[src/rtl/ncpu32k_ifu.sv]
// Instruction fetch unit: issues word-aligned fetch PCs to imem, buffers responses in a
// 2-entry FIFO and presents them to the pre-decoder, handling jump/flush redirects.
module ncpu32k_ifu #(
   parameter int AW = 32,
   parameter int IW = 32,
   parameter logic [AW-3:0] CONFIG_ERST_VECTOR = 30'h20000000
) (
   input  logic          clk,
   input  logic          rst_n,
   output logic          imem_req_vld,
   input  logic          imem_req_rdy,
   output logic [AW-3:0] imem_req_addr,
   input  logic          imem_rsp_vld,
   input  logic [IW-1:0] imem_rsp_insn,
   input  logic          imem_rsp_EITM,
   input  logic          imem_rsp_EIPF,
   output logic          ifu_insn_vld,
   input  logic          ifu_insn_rdy,
   output logic [IW-1:0] ifu_insn,
   output logic [AW-3:0] ifu_pc,
   output logic          ifu_EITM,
   output logic          ifu_EIPF,
   input  logic          jmprel,
   input  logic [AW-3:0] jmprel_tgt,
   input  logic          exc_flush,
   input  logic [AW-3:0] exc_flush_tgt
);

   localparam int PW = AW - 2;

   typedef struct packed {
      logic [IW-1:0] insn;
      logic [PW-1:0] pc;
      logic          eitm;
      logic          eipf;
   } entry_t;

   logic [PW-1:0] pc_q, pc_d;
   logic [1:0]    outst_q, outst_d;
   logic [1:0]    kill_q, kill_d;
   logic [PW-1:0] tag_q [2];
   logic          tagWr_q, tagWr_d, tagRd_q, tagRd_d;
   entry_t        fifo_q [2];
   logic          fifoWr_q, fifoWr_d, fifoRd_q, fifoRd_d;
   logic [1:0]    fifoCnt_q, fifoCnt_d;

   logic   insnFire, redir, credit, reqFire, rspKill, fifoPush, fifoPop;
   entry_t head, newEntry;

   assign insnFire = ifu_insn_vld & ifu_insn_rdy;
   assign redir    = exc_flush | (jmprel & insnFire);
   // Credit counts in-flight fetches plus buffered ones so a response always has a slot.
   assign credit   = ({1'b0, outst_q} + {1'b0, fifoCnt_q}) < 3'd2;
   assign imem_req_vld  = rst_n & ~redir & credit;
   assign imem_req_addr = pc_q;
   assign reqFire  = imem_req_vld & imem_req_rdy;
   assign rspKill  = imem_rsp_vld & (kill_q != 2'd0);
   assign fifoPush = imem_rsp_vld & ~rspKill & ~redir;
   assign fifoPop  = insnFire;

   assign newEntry = '{insn: imem_rsp_insn, pc: tag_q[tagRd_q],
                       eitm: imem_rsp_EITM, eipf: imem_rsp_EIPF};

   assign head         = fifo_q[fifoRd_q];
   assign ifu_insn_vld = (fifoCnt_q != 2'd0);
   assign ifu_insn     = ifu_insn_vld ? head.insn : '0;
   assign ifu_pc       = ifu_insn_vld ? head.pc   : '0;
   assign ifu_EITM     = ifu_insn_vld & head.eitm;
   assign ifu_EIPF     = ifu_insn_vld & head.eipf;

   always_comb begin
      pc_d      = pc_q;
      outst_d   = outst_q + {1'b0, reqFire} - {1'b0, imem_rsp_vld};
      kill_d    = kill_q;
      tagWr_d   = tagWr_q ^ reqFire;
      tagRd_d   = tagRd_q ^ imem_rsp_vld;
      fifoWr_d  = fifoWr_q ^ fifoPush;
      fifoRd_d  = fifoRd_q ^ fifoPop;
      fifoCnt_d = fifoCnt_q + {1'b0, fifoPush} - {1'b0, fifoPop};
      if (redir) begin
         pc_d      = exc_flush ? exc_flush_tgt : jmprel_tgt;
         // Every fetch still in flight after this cycle belongs to the wrong path.
         kill_d    = outst_q - {1'b0, imem_rsp_vld};
         fifoWr_d  = fifoWr_q;
         fifoRd_d  = fifoWr_q;
         fifoCnt_d = 2'd0;
      end else begin
         if (reqFire) pc_d = pc_q + 1'b1;
         if (rspKill) kill_d = kill_q - 2'd1;
      end
   end

   always_ff @(posedge clk or negedge rst_n) begin
      if (!rst_n) begin
         pc_q      <= CONFIG_ERST_VECTOR;
         outst_q   <= 2'd0;
         kill_q    <= 2'd0;
         tagWr_q   <= 1'b0;
         tagRd_q   <= 1'b0;
         fifoWr_q  <= 1'b0;
         fifoRd_q  <= 1'b0;
         fifoCnt_q <= 2'd0;
         for (int i = 0; i < 2; i++) begin
            tag_q[i]  <= '0;
            fifo_q[i] <= '0;
         end
      end else begin
         pc_q      <= pc_d;
         outst_q   <= outst_d;
         kill_q    <= kill_d;
         tagWr_q   <= tagWr_d;
         tagRd_q   <= tagRd_d;
         fifoWr_q  <= fifoWr_d;
         fifoRd_q  <= fifoRd_d;
         fifoCnt_q <= fifoCnt_d;
         if (reqFire) tag_q[tagWr_q] <= pc_q;
         if (fifoPush) fifo_q[fifoWr_q] <= newEntry;
      end
   end

   assert property (@(posedge clk) disable iff (!rst_n)
      !(fifoPush && !fifoPop && fifoCnt_q == 2'd2));

endmodule
[config.mk]
export PLATFORM = sky130hd
export DESIGN_NAME = ncpu32k_ifu
export DESIGN_NICKNAME = d
export VERILOG_FILES = /design/src/rtl/ncpu32k_ifu.sv
export SDC_FILE = /design/constraint.sdc
export NUM_CORES = 1
export LEC_CHECK = 0
export ABC_CLOCK_PERIOD_IN_PS = 4150
export CAP_MARGIN = 10
export CORE_MARGIN = 2
export CORE_UTILIZATION = 53
export DETAILED_ROUTE_END_ITERATION = 8
export HOLD_SLACK_MARGIN = 0.12
export PLACE_DENSITY = 0.81
export REMOVE_ABC_BUFFERS = 1
export SYNTH_ARGS = -nofsm -noshare
export SYNTH_HDL_FRONTEND = slang
export SYNTH_SLANG_ARGS = --single-unit
[constraint.sdc]
create_clock -name clk -period 4.15 [get_ports clk]
set_input_delay 1.245 -clock clk [delete_from_list [all_inputs] [get_ports clk]]
set_output_delay 1.245 -clock clk [all_outputs]
set_load 0.02 [all_outputs]
==> reports/results.ini <==
[run_status]
run_status=finished clean

[power]
power_leakage_uw=0.005919
totalPowerFinal_uw=9879
max-vdd-ir-drop_mv=0.3192
power_density_over_the_cells_nw_per_um2=711.7

[route]
drt_wl_total_um=25650
wire_per_inst_um=17.92
vias=7862
dr.first_iter.drc_count=516
detailroute.wirelength.met2_um=12500
met1Wirelength_um=11350
final_antenna_net_count=0
via_per_inst=5.494
drc_errors=0
dr.pass1.iters=5
highest_layer=met4
met3RoutedLength_um=1502

[clocking]
post_cts_buffers=0
clock-sinks=228
cts.hold.buffers_added=0
cts_max_path_bufs=3
clock_insertion_delay_worst_skew_ns=0.51
ctsResizeCount=1
cts.clk_slew.worst_paths_ns=0.06
clk_root_buf=sky130_fd_sc_hd__clkbuf_16
tritoncts_clock_tree=built
cts_htree_levels=1
numCtsBuffers=23

[critical_path]
launching_element_type_of_the_critical_path=input port
worst_path_max_delay_cell=sky130_fd_sc_hd__clkdlybuf4s50_1
critical_path.reg2reg.startpoint=fifoCnt_q[0]$_DFF_PN0_
setup.worst_path.start=ifu_insn_rdy
critical_path_class=in -> out
worst_ep_arrival_time_ns=2.63
timing.critical_path.to_type=primary output
rrSetupSlack_ns=1.27
critical_path.max_fanout=3
critical_path.max_stage_delay_ns=0.44
timing.critical_path.required_ns=2.90
worstPathBufferInverterCount=2
cp_cell_sequence=clkdlybuf4s50_1 -> o211ai_1 -> nand2b_1 -> nor4b_1 -> dlygate4sd2_1
timing.critical_path.max_delay_family=buffers and inverters

[floorplanning]
io_pins=197
floorplan.core_area_um2=20100
initial_utilization_pct=53.65
die-area_um2=21510
fp-row-count=52
die_h_um=146.7
die-width_um=146.7

[grt]
first_pass_grt_wire_length_um=41440
grt_util_all_layers_pct=24.04
grt_antenna_before_repair=0
first_global_vias=7892
global_route.overflow_total=0
grt_start_max_net_pins=183

[hold_path]
worst_hold_startpoint=tag_q[41]$_DFFE_PN0P_
hold_path.class=reg -> reg

[synth]
synth_async_sr_flop_share_pct=100.0
synth_seq_cells=228
netlist-cell-type-count=50
ys_seq_area_share_pct=52.91
post_syn_instances=961
synth.yosys.warnings=0
syn_avg_cell_area_um2=11.22
primary_ff_master_synth=sky130_fd_sc_hd__dfrtp_1
synthesis.area_um2=10790
number_of_enable_type_register_cells_in_the_synthesized_netlist=0

[timing]
timing_hold_violations_final=0
achievable-frequency_mhz=258.2
whs_ns=0.5024
timing.slew.headroom_pct=30.30
minimum_setup_slack_in_the_final_design_ns=0.2767
setup_violations_final=0
setup_repair_after_global_routing_missed_its_margin=false
timing.final.crit_share_pct=93.33
timing_worst_slew_pin_value_ns=1.046
period_minus_slack_ns=3.873
slew_viol_final=0
worst_clock_skew_ns=0.01389

[finish]
fillCellCount=1486
antenna_cell_count=0
postLayoutCellArea_um2=13880
finalNetCount=1259
layout-area-overhead-vs-synth_pct=28.69
final_core_utilization_pct=69.04
drive_above_1_share_pct=17.92

[placed_design]
number_of_buffers_inserted_by_port_buffering=196
preCtsSetupSlack_ns=-0.01292
placed_instance_area_um2=13130
routabilityCongestion=0.7911
place_hpwl_um=17380

[flow_run]
max_cap_violations=0

## cell families (layout without fill, tap and decap cells)
kind of cell	after synthesis	in the layout	share of synthesized area (%)
fa+ha+maj	12	12	1.462
buf+inv	78	278	2.819
compound gates	124	124	6.764
mux	224	224	22.27
simple gates	264	264	11.25
flops	228	228	52.91
xor+xnor	31	31	2.517
## registers in the layout, indices dropped and copies added, names as in the netlist
name           flops
fifoCnt_q          2
fifoRd_q           1
fifoWr_q           1
fifo_q           128
imem_req_addr     30
kill_q             2
outst_q            2
tagRd_q            1
tagWr_q            1
tag_q             60
## layout make-up
type / count / area [µm²] / area share [%]
Inverter: 16 / 60.06 / 0.4327
Sequential cell: 228 / 5712 / 41.15
Timing Repair Buffer: 222 / 2206 / 15.89
Clock inverter: 3 / 40.04 / 0.2885
Multi-Input combinational cell: 655 / 4816 / 34.70
Clock buffer: 37 / 708.2 / 5.102
Tap cell: 270 / 337.8 / 2.434
## worst paths after layout
| path | end | cells after the start |
|---|---|---|
| setup / recovery | imem_req_vld | 5 |
| hold / removal | tag_q[41]$_DFFE_PN0P_ | 1 |
| setup reg to reg | imem_req_addr[16]$_DFFE_PN0P_ | 8 |
| hold reg to reg | tag_q[41]$_DFFE_PN0P_ | 1 |
| max in group asynchronous | fifoRd_q$_DFF_PN0_ | 3 |
| min in group asynchronous | fifo_q[44]$_DFFE_PN0P_ | 2 |
## layer usage
layer / track usage (%) / vias to the layer above
met5: 0 / -
met4: 4.369 / 0
met3: 3.813 / 26
met2: 40.73 / 248
met1: 33.35 / 3880
li1: - / 3708
## placed cells by master (no fill, tap or decap), types with 9 or more instances in the layout
master                            count
sky130_fd_sc_hd__a211oi_1             9
sky130_fd_sc_hd__a21oi_1             79
sky130_fd_sc_hd__buf_4               22
sky130_fd_sc_hd__clkbuf_16           23
sky130_fd_sc_hd__clkdlybuf4s50_1    193
sky130_fd_sc_hd__dfrtp_1            225
sky130_fd_sc_hd__ha_1                 9
sky130_fd_sc_hd__inv_1               16
sky130_fd_sc_hd__mux2_2             128
sky130_fd_sc_hd__mux2i_1             96
sky130_fd_sc_hd__nand2_1             43
sky130_fd_sc_hd__nand3_1             10
sky130_fd_sc_hd__nand4_1             12
sky130_fd_sc_hd__nor2_1             152
sky130_fd_sc_hd__nor3_1              10
sky130_fd_sc_hd__o21ai_0             10
sky130_fd_sc_hd__xnor2_1             19
sky130_fd_sc_hd__xor2_1              12
## where the power goes
group	switching, µW	leakage [µW]	total, µW	internal [µW]
clock	817	0.000370	2040	1220
sequential	741	0.00281	3930	3190
combinational	1920	0.00274	3910	1990
total	3480	0.00592	9880	6400
## cells in the mapped netlist (9+ instances only)
| cell type | count | area (µm²) |
|---|---|---|
| sky130_fd_sc_hd__xnor2_1 | 19 | 166.4 |
| sky130_fd_sc_hd__buf_2 | 9 | 45.04 |
| sky130_fd_sc_hd__nand3_1 | 10 | 50.05 |
| sky130_fd_sc_hd__nand2_1 | 43 | 161.4 |
| sky130_fd_sc_hd__buf_1 | 14 | 52.55 |
| sky130_fd_sc_hd__a211oi_1 | 9 | 67.56 |
| sky130_fd_sc_hd__dfrtp_1 | 227 | 5680 |
| sky130_fd_sc_hd__nand4_1 | 12 | 75.07 |
| sky130_fd_sc_hd__a21oi_1 | 79 | 395.4 |
| sky130_fd_sc_hd__clkbuf_1 | 39 | 146.4 |
| sky130_fd_sc_hd__nor2_1 | 154 | 578.1 |
| sky130_fd_sc_hd__mux2i_1 | 96 | 960.9 |
| sky130_fd_sc_hd__nor3_1 | 10 | 50.05 |
| sky130_fd_sc_hd__o21ai_0 | 10 | 50.05 |
| sky130_fd_sc_hd__inv_1 | 16 | 60.06 |
| sky130_fd_sc_hd__xor2_1 | 12 | 105.1 |
| sky130_fd_sc_hd__ha_1 | 11 | 137.6 |
| sky130_fd_sc_hd__mux2_2 | 128 | 1441 |
## metrics by stage
stage,instances,setup TNS (ns)
after floorplan,899,-119.60
after global placement,1391,0
after detailed placement,1391,-0.01292
after CTS,1431,0
after global routing,1431,0
final,1431,0
Note: power is estimated with default switching activity, not from simulation.
